### src/rtl/cpu_pkg.sv
// cpu_pkg: shared fetch FSM state type and fetch-stage constants.
package cpu_pkg;

    typedef enum logic [1:0] {S_IDLE, S_REQ, S_WAIT, S_DRAIN} fetch_state_e;

    localparam logic [31:0] NOP_INST         = 32'h0000_0000;
    localparam logic [31:0] DEFAULT_RESET_PC = 32'h0000_0000;

endpackage

### src/rtl/if_fetch_stage_pc_unit.sv
// pc_unit: program counter with hold / +4 / word-aligned redirect next-PC mux.
module pc_unit import cpu_pkg::*; #(
    parameter logic [31:0] RESET_PC = DEFAULT_RESET_PC
) (
    input  logic        clock,
    input  logic        reset,
    input  logic        advance,
    input  logic        redirect_valid,
    input  logic [31:0] redirect_target,
    output logic [31:0] pc,
    output logic [31:0] pc4
);

    logic [31:0] pc_q, pc_d;

    always_comb begin
        pc4  = pc_q + 32'd4;
        pc_d = redirect_valid ? {redirect_target[31:2], 2'b00} : advance ? pc4 : pc_q;
    end

    always_ff @(posedge clock) begin
        if (reset) pc_q <= RESET_PC;
        else       pc_q <= pc_d;
    end

    assign pc = pc_q;

endmodule

### src/rtl/if_fetch_stage.sv
// if_fetch_stage: fetch FSM issuing one imem read at a time into a one-entry
// instruction buffer presented to IF/ID, with hazard hold and redirect drain.
module if_fetch_stage import cpu_pkg::*; #(
    parameter logic [31:0] RESET_PC = DEFAULT_RESET_PC
) (
    input  logic        clock,
    input  logic        reset,
    input  logic        hazard_hold,
    input  logic        redirect_valid,
    input  logic [31:0] redirect_target,
    output logic        imem_req_valid,
    output logic [31:0] imem_req_addr,
    input  logic        imem_req_ready,
    input  logic        imem_rsp_valid,
    input  logic [31:0] imem_rsp_data,
    output logic [31:0] Inst,
    output logic [31:0] Pc4
);

    fetch_state_e state_q, state_d;
    logic         buf_valid_q, buf_valid_d;
    logic [31:0]  buf_inst_q, buf_inst_d;
    logic [31:0]  pc;
    logic         capture, consume, outstanding;

    pc_unit #(.RESET_PC(RESET_PC)) u_pc_unit (
        .clock           (clock),
        .reset           (reset),
        .advance         (consume),
        .redirect_valid  (redirect_valid),
        .redirect_target (redirect_target),
        .pc              (pc),
        .pc4             (Pc4)
    );

    // A full buffer parks the FSM in WAIT; only an empty WAIT has a read in flight.
    always_comb begin
        capture     = state_q == S_WAIT && !buf_valid_q && imem_rsp_valid;
        consume     = buf_valid_q && !hazard_hold;
        outstanding = (state_q == S_REQ && imem_req_ready) ||
                      ((state_q == S_DRAIN || (state_q == S_WAIT && !buf_valid_q)) && !imem_rsp_valid);
        state_d     = state_q;
        buf_valid_d = buf_valid_q;
        buf_inst_d  = capture ? imem_rsp_data : buf_inst_q;
        if (redirect_valid) begin
            state_d     = outstanding ? S_DRAIN : S_REQ;
            buf_valid_d = 1'b0;
        end else begin
            case (state_q)
                S_IDLE:  state_d = S_REQ;
                S_REQ:   state_d = imem_req_ready ? S_WAIT : S_REQ;
                S_WAIT:  state_d = consume ? S_REQ : S_WAIT;
                S_DRAIN: state_d = imem_rsp_valid ? S_REQ : S_DRAIN;
                default: state_d = S_IDLE;
            endcase
            buf_valid_d = capture || (buf_valid_q && hazard_hold);
        end
    end

    always_ff @(posedge clock) begin
        if (reset) begin
            state_q     <= S_IDLE;
            buf_valid_q <= 1'b0;
            buf_inst_q  <= NOP_INST;
        end else begin
            state_q     <= state_d;
            buf_valid_q <= buf_valid_d;
            buf_inst_q  <= buf_inst_d;
        end
    end

    assign imem_req_valid = state_q == S_REQ;
    assign imem_req_addr  = pc;
    assign Inst           = buf_valid_q ? buf_inst_q : NOP_INST;

endmodule

### config.mk
export PLATFORM = sky130hd
export DESIGN_NAME = if_fetch_stage
export DESIGN_NICKNAME = d
export VERILOG_FILES = /design/src/rtl/cpu_pkg.sv /design/src/rtl/if_fetch_stage_pc_unit.sv /design/src/rtl/if_fetch_stage.sv
export SDC_FILE = /design/constraint.sdc
export NUM_CORES = 1
export LEC_CHECK = 0
export CORE_MARGIN = 10
export CORE_UTILIZATION = 42
export DETAILED_ROUTE_END_ITERATION = 8
export PLACE_DENSITY = 0.8
export SYNTH_ARGS = -nofsm -noshare
export SYNTH_HDL_FRONTEND = slang
export SYNTH_SLANG_ARGS = --single-unit
### constraint.sdc
create_clock -name clock -period 3 [get_ports clock]
set_input_delay 0.6 -clock clock [delete_from_list [all_inputs] [get_ports clock]]
set_output_delay 0.6 -clock clock [all_outputs]
set_load 0.005 [all_outputs]
==> flow_metrics.tcl <==
set metrics [dict create \
    status "completed" \
    antenna_found_initial 0 \
    worstMarginPinSlew_ns 0.767 \
    wl_per_cell_um 15.9 \
    finalSetupViolCount 0 \
    grt_max_degree 41 \
    synth.top_cell.area_share_pct 35.5 \
    yosysSeqAreaShare_pct 35.5 \
    seqCellArea_um2 1320 \
    leakage_uw 0.00224 \
    cp.depth 9 \
    post_route_cells_drive_above_1_share_pct 12.0 \
    num_vias 3944 \
    gr-max-usage-layer "met2" \
    clkSinkCount 65 \
    cts_max_level 3 \
    drc 0 \
    grt_pass1_wl_um 19900 \
    die_area_um2 12900 \
    rrSetupSlack_ns 0.80 \
    pin_count 167 \
    netlist_instances 492 \
    multi_input_area_um2 2200 \
    syn_area_per_cell_um2 7.45 \
    cp-end-kind "output port" \
    worstSetupPathType "reg -> out" \
    numPortBuffers 160 \
    cp_data_required_time_ns 2.40 \
    cts_tree "built" \
    layout_setup_ws_ns 0.129 \
    grt_use_met3_pct 8.45 \
    core_um2 8590 \
    start_util_pct 42.6 \
    met1_usage_pct 20.5 \
    num_rows 34 \
    drtAntennaViolNets 0 \
    reg2reg_depth 6 \
    rsz0062_at_grt "false" \
    crit_fanout 6 \
    ys_warn_count 0 \
    drt_iter0_drc 137 \
    critPathMaxStageDelay_ns 0.39 \
    dpl-instance-area_um2 5460 \
    die_y_um 113 \
    path_clk_slew_ns 0.08 \
    period_needed_ns 2.87 \
    synth_area_leader_cell "dfxtp_1" \
    timing.hold.ws_ns 0.450 \
    start_kind "register" \
    drt_pass1_iterations 5 \
    utilization_pct 67.7 \
    drv_slew 0 \
    power_uw 2250 \
    max_freq_mhz 348 \
    hpwl_um 9380 \
    grt_pass1_vias 3964 \
    fin_nets 732 \
    grtUsageTotal_pct 18.4 \
    p_per_area_nw_per_um2 386 \
    slowest_stage "dfxtp_4" \
    ctsRootBufferMaster "clkbuf_8" \
    ys_seq_elements 65 \
    cts_made_buffers 9 \
    hold_path_class "reg -> reg" \
    syn_area_um2 3660 \
    maxSlewHeadroom_pct 48.8 \
    synthToLayoutAreaGrowth_pct 58.8 \
    antennaDiodeCount 0 \
    place_ws_ns 0.0935 \
    clk_latency_ns 0.33 \
    final_area_um2 5820 \
    cp_data_arrival_time_ns 2.27 \
    gp_congestion 0.833 \
    via_per_inst 5.10 \
    holdPathStages 2 \
    ir_drop_uv 279 \
    wl_um 12300 \
    cp_num_buf_inv 3 \
    synth_area_leaders "dfxtp_1 (36%), nand2_1 (9.4%), xnor2_1 (8.1%)" \
    overflow 0 \
    die_x_um 113 \
    hold_viol_final 0 \
    crit_family "simple AND/OR/NAND/NOR gates" \
    synth_cell_type_count 43 \
    skew_ns 0.00933 \
    path_cells "ha_2 -> nand3_1 -> or2_4 -> nor3_2 -> buf_6 -> buf_4 -> nand4_1 -> xnor2_1 -> dlygate4sd2_1" \
    drv_cap 0 \
    fin_crit_sh_pct 95.7 \
    fill_cells 728 \
    cts_buffer_depth 2 \
    grtUsageMet2_pct 31.3 \
]
[Yosys cell counts (all sizes together)]
cell type / instances
nand4: 15
buf: 7
inv: 16
nand4b: 1
nor4: 9
mux2i: 5
ha: 1
o2bb2ai: 3
o21a: 11
a21oi: 58
o41ai: 1
nor2: 29
a22oi: 1
and4: 2
o31a: 1
conb: 1
xor2: 16
nor2b: 8
nand2b: 1
and3: 3
nand3b: 2
nor3: 12
a21boi: 1
xnor2: 34
o21ai: 5
a21o: 2
nand3: 15
or2: 1
nand2: 92
dfxtp: 65
or3: 3
clkbuf: 34
and2: 34
or4: 3
[where the power goes]
part / internal (uW) / switching, uW
registers: 896 / 39.2
clock network: 563 / 374
logic: 229 / 146
total: 1690 / 559
[flip-flops by register name (all words and copies together) (netlist names)]
name	flops
u_pc_unit.pc	30
state_q	2
buf_inst_q	32
buf_valid_q	1
[worst paths after layout]
| check | startpoint | endpoint |
|---|---|---|
| setup reg to reg | u_pc_unit.pc[8] | u_pc_unit.pc[23] |
| hold / removal | buf_inst_q[27] | buf_inst_q[27] |
| setup / recovery | u_pc_unit.pc[3] | Pc4[30] |
| hold reg to reg | buf_inst_q[27] | buf_inst_q[27] |
[area by class of cell]
| cell class | instances | share of cell area [%] |
|---|---|---|
| repair buffers | 196 | 31.8 |
| well taps | 108 | 2.32 |
| flip-flops and latches | 65 | 22.6 |
| inverters | 16 | 1.03 |
| clock buffers | 9 | 2.13 |
| clock inverters | 7 | 2.15 |
| multi-input cells | 373 | 37.9 |
[per-layer routing]
| layer | up-vias | routed length [um] |
|---|---|---|
| li1 | 1960 | - |
| met1 | 1818 | 4820 |
| met2 | 159 | 5980 |
| met3 | 7 | 1460 |
| met4 | 0 | 81 |
| met5 | - | 0 |
[stage by stage]
| stage | setup TNS, ns | std cells |
|---|---|---|
| final | 0 | 774 |
| after global routing | 0 | 774 |
| after CTS | -0.0359 | 770 |
| after detailed placement | 0 | 753 |
| after global placement | 0 | 753 |
| after floorplan | 0 | 495 |
[kinds of logic (layout without fill, tap and decap cells)]
logic type | after synthesis | count (layout) | share of synthesized area, %
and+or+nand+nor | 230 | 230 | 31.5
AOI/OAI and AO/OA | 83 | 83 | 12.9
DFF | 65 | 65 | 35.5
buffers and inverters | 57 | 228 | 6.35
xor gates and xnor gates | 50 | 50 | 12.0
muxes | 5 | 5 | 1.37
adders and majority gates | 1 | 1 | 0.341
other | 1 | 4 | 0.102
[cells in the final DEF, fill, tap and decap left out, types with 4 or more instances in the layout]
master	synthesis	routed
clkbuf_8	0	9
o21ai_0	5	5
a21oi_1	58	58
xor2_1	16	16
inv_1	16	16
mux2i_1	5	5
conb_1	1	4
nand3_1	15	15
nor2b_1	8	8
buf_4	4	35
nor2_1	29	25
dlygate4sd2_1	0	7
xnor2_1	34	34
dfxtp_1	65	58
and2_1	34	34
dfxtp_2	0	4
nor4_1	8	6
nand4_1	14	14
nand2_1	92	92
clkdlybuf4s50_1	0	147
nor3_1	11	10
o21a_1	11	11
[worst min-delay path: cells and delay by family (launching register included)]
family,cells,cell delay [ns]
AOI/OAI and AO/OA,1,0.05
and+or+nand+nor,1,0.05
DFF,1,0.31
[repair_timing]
item                                    CTS  global route
pin swaps                                 0             6
endpoints found under the hold margin     0             0
gates resized for setup                  19            21
hold buffers                              0             0
endpoints found under the setup margin   14            12
setup buffers                             1             4
No activity file was read; power rests on OpenSTA's default activity.
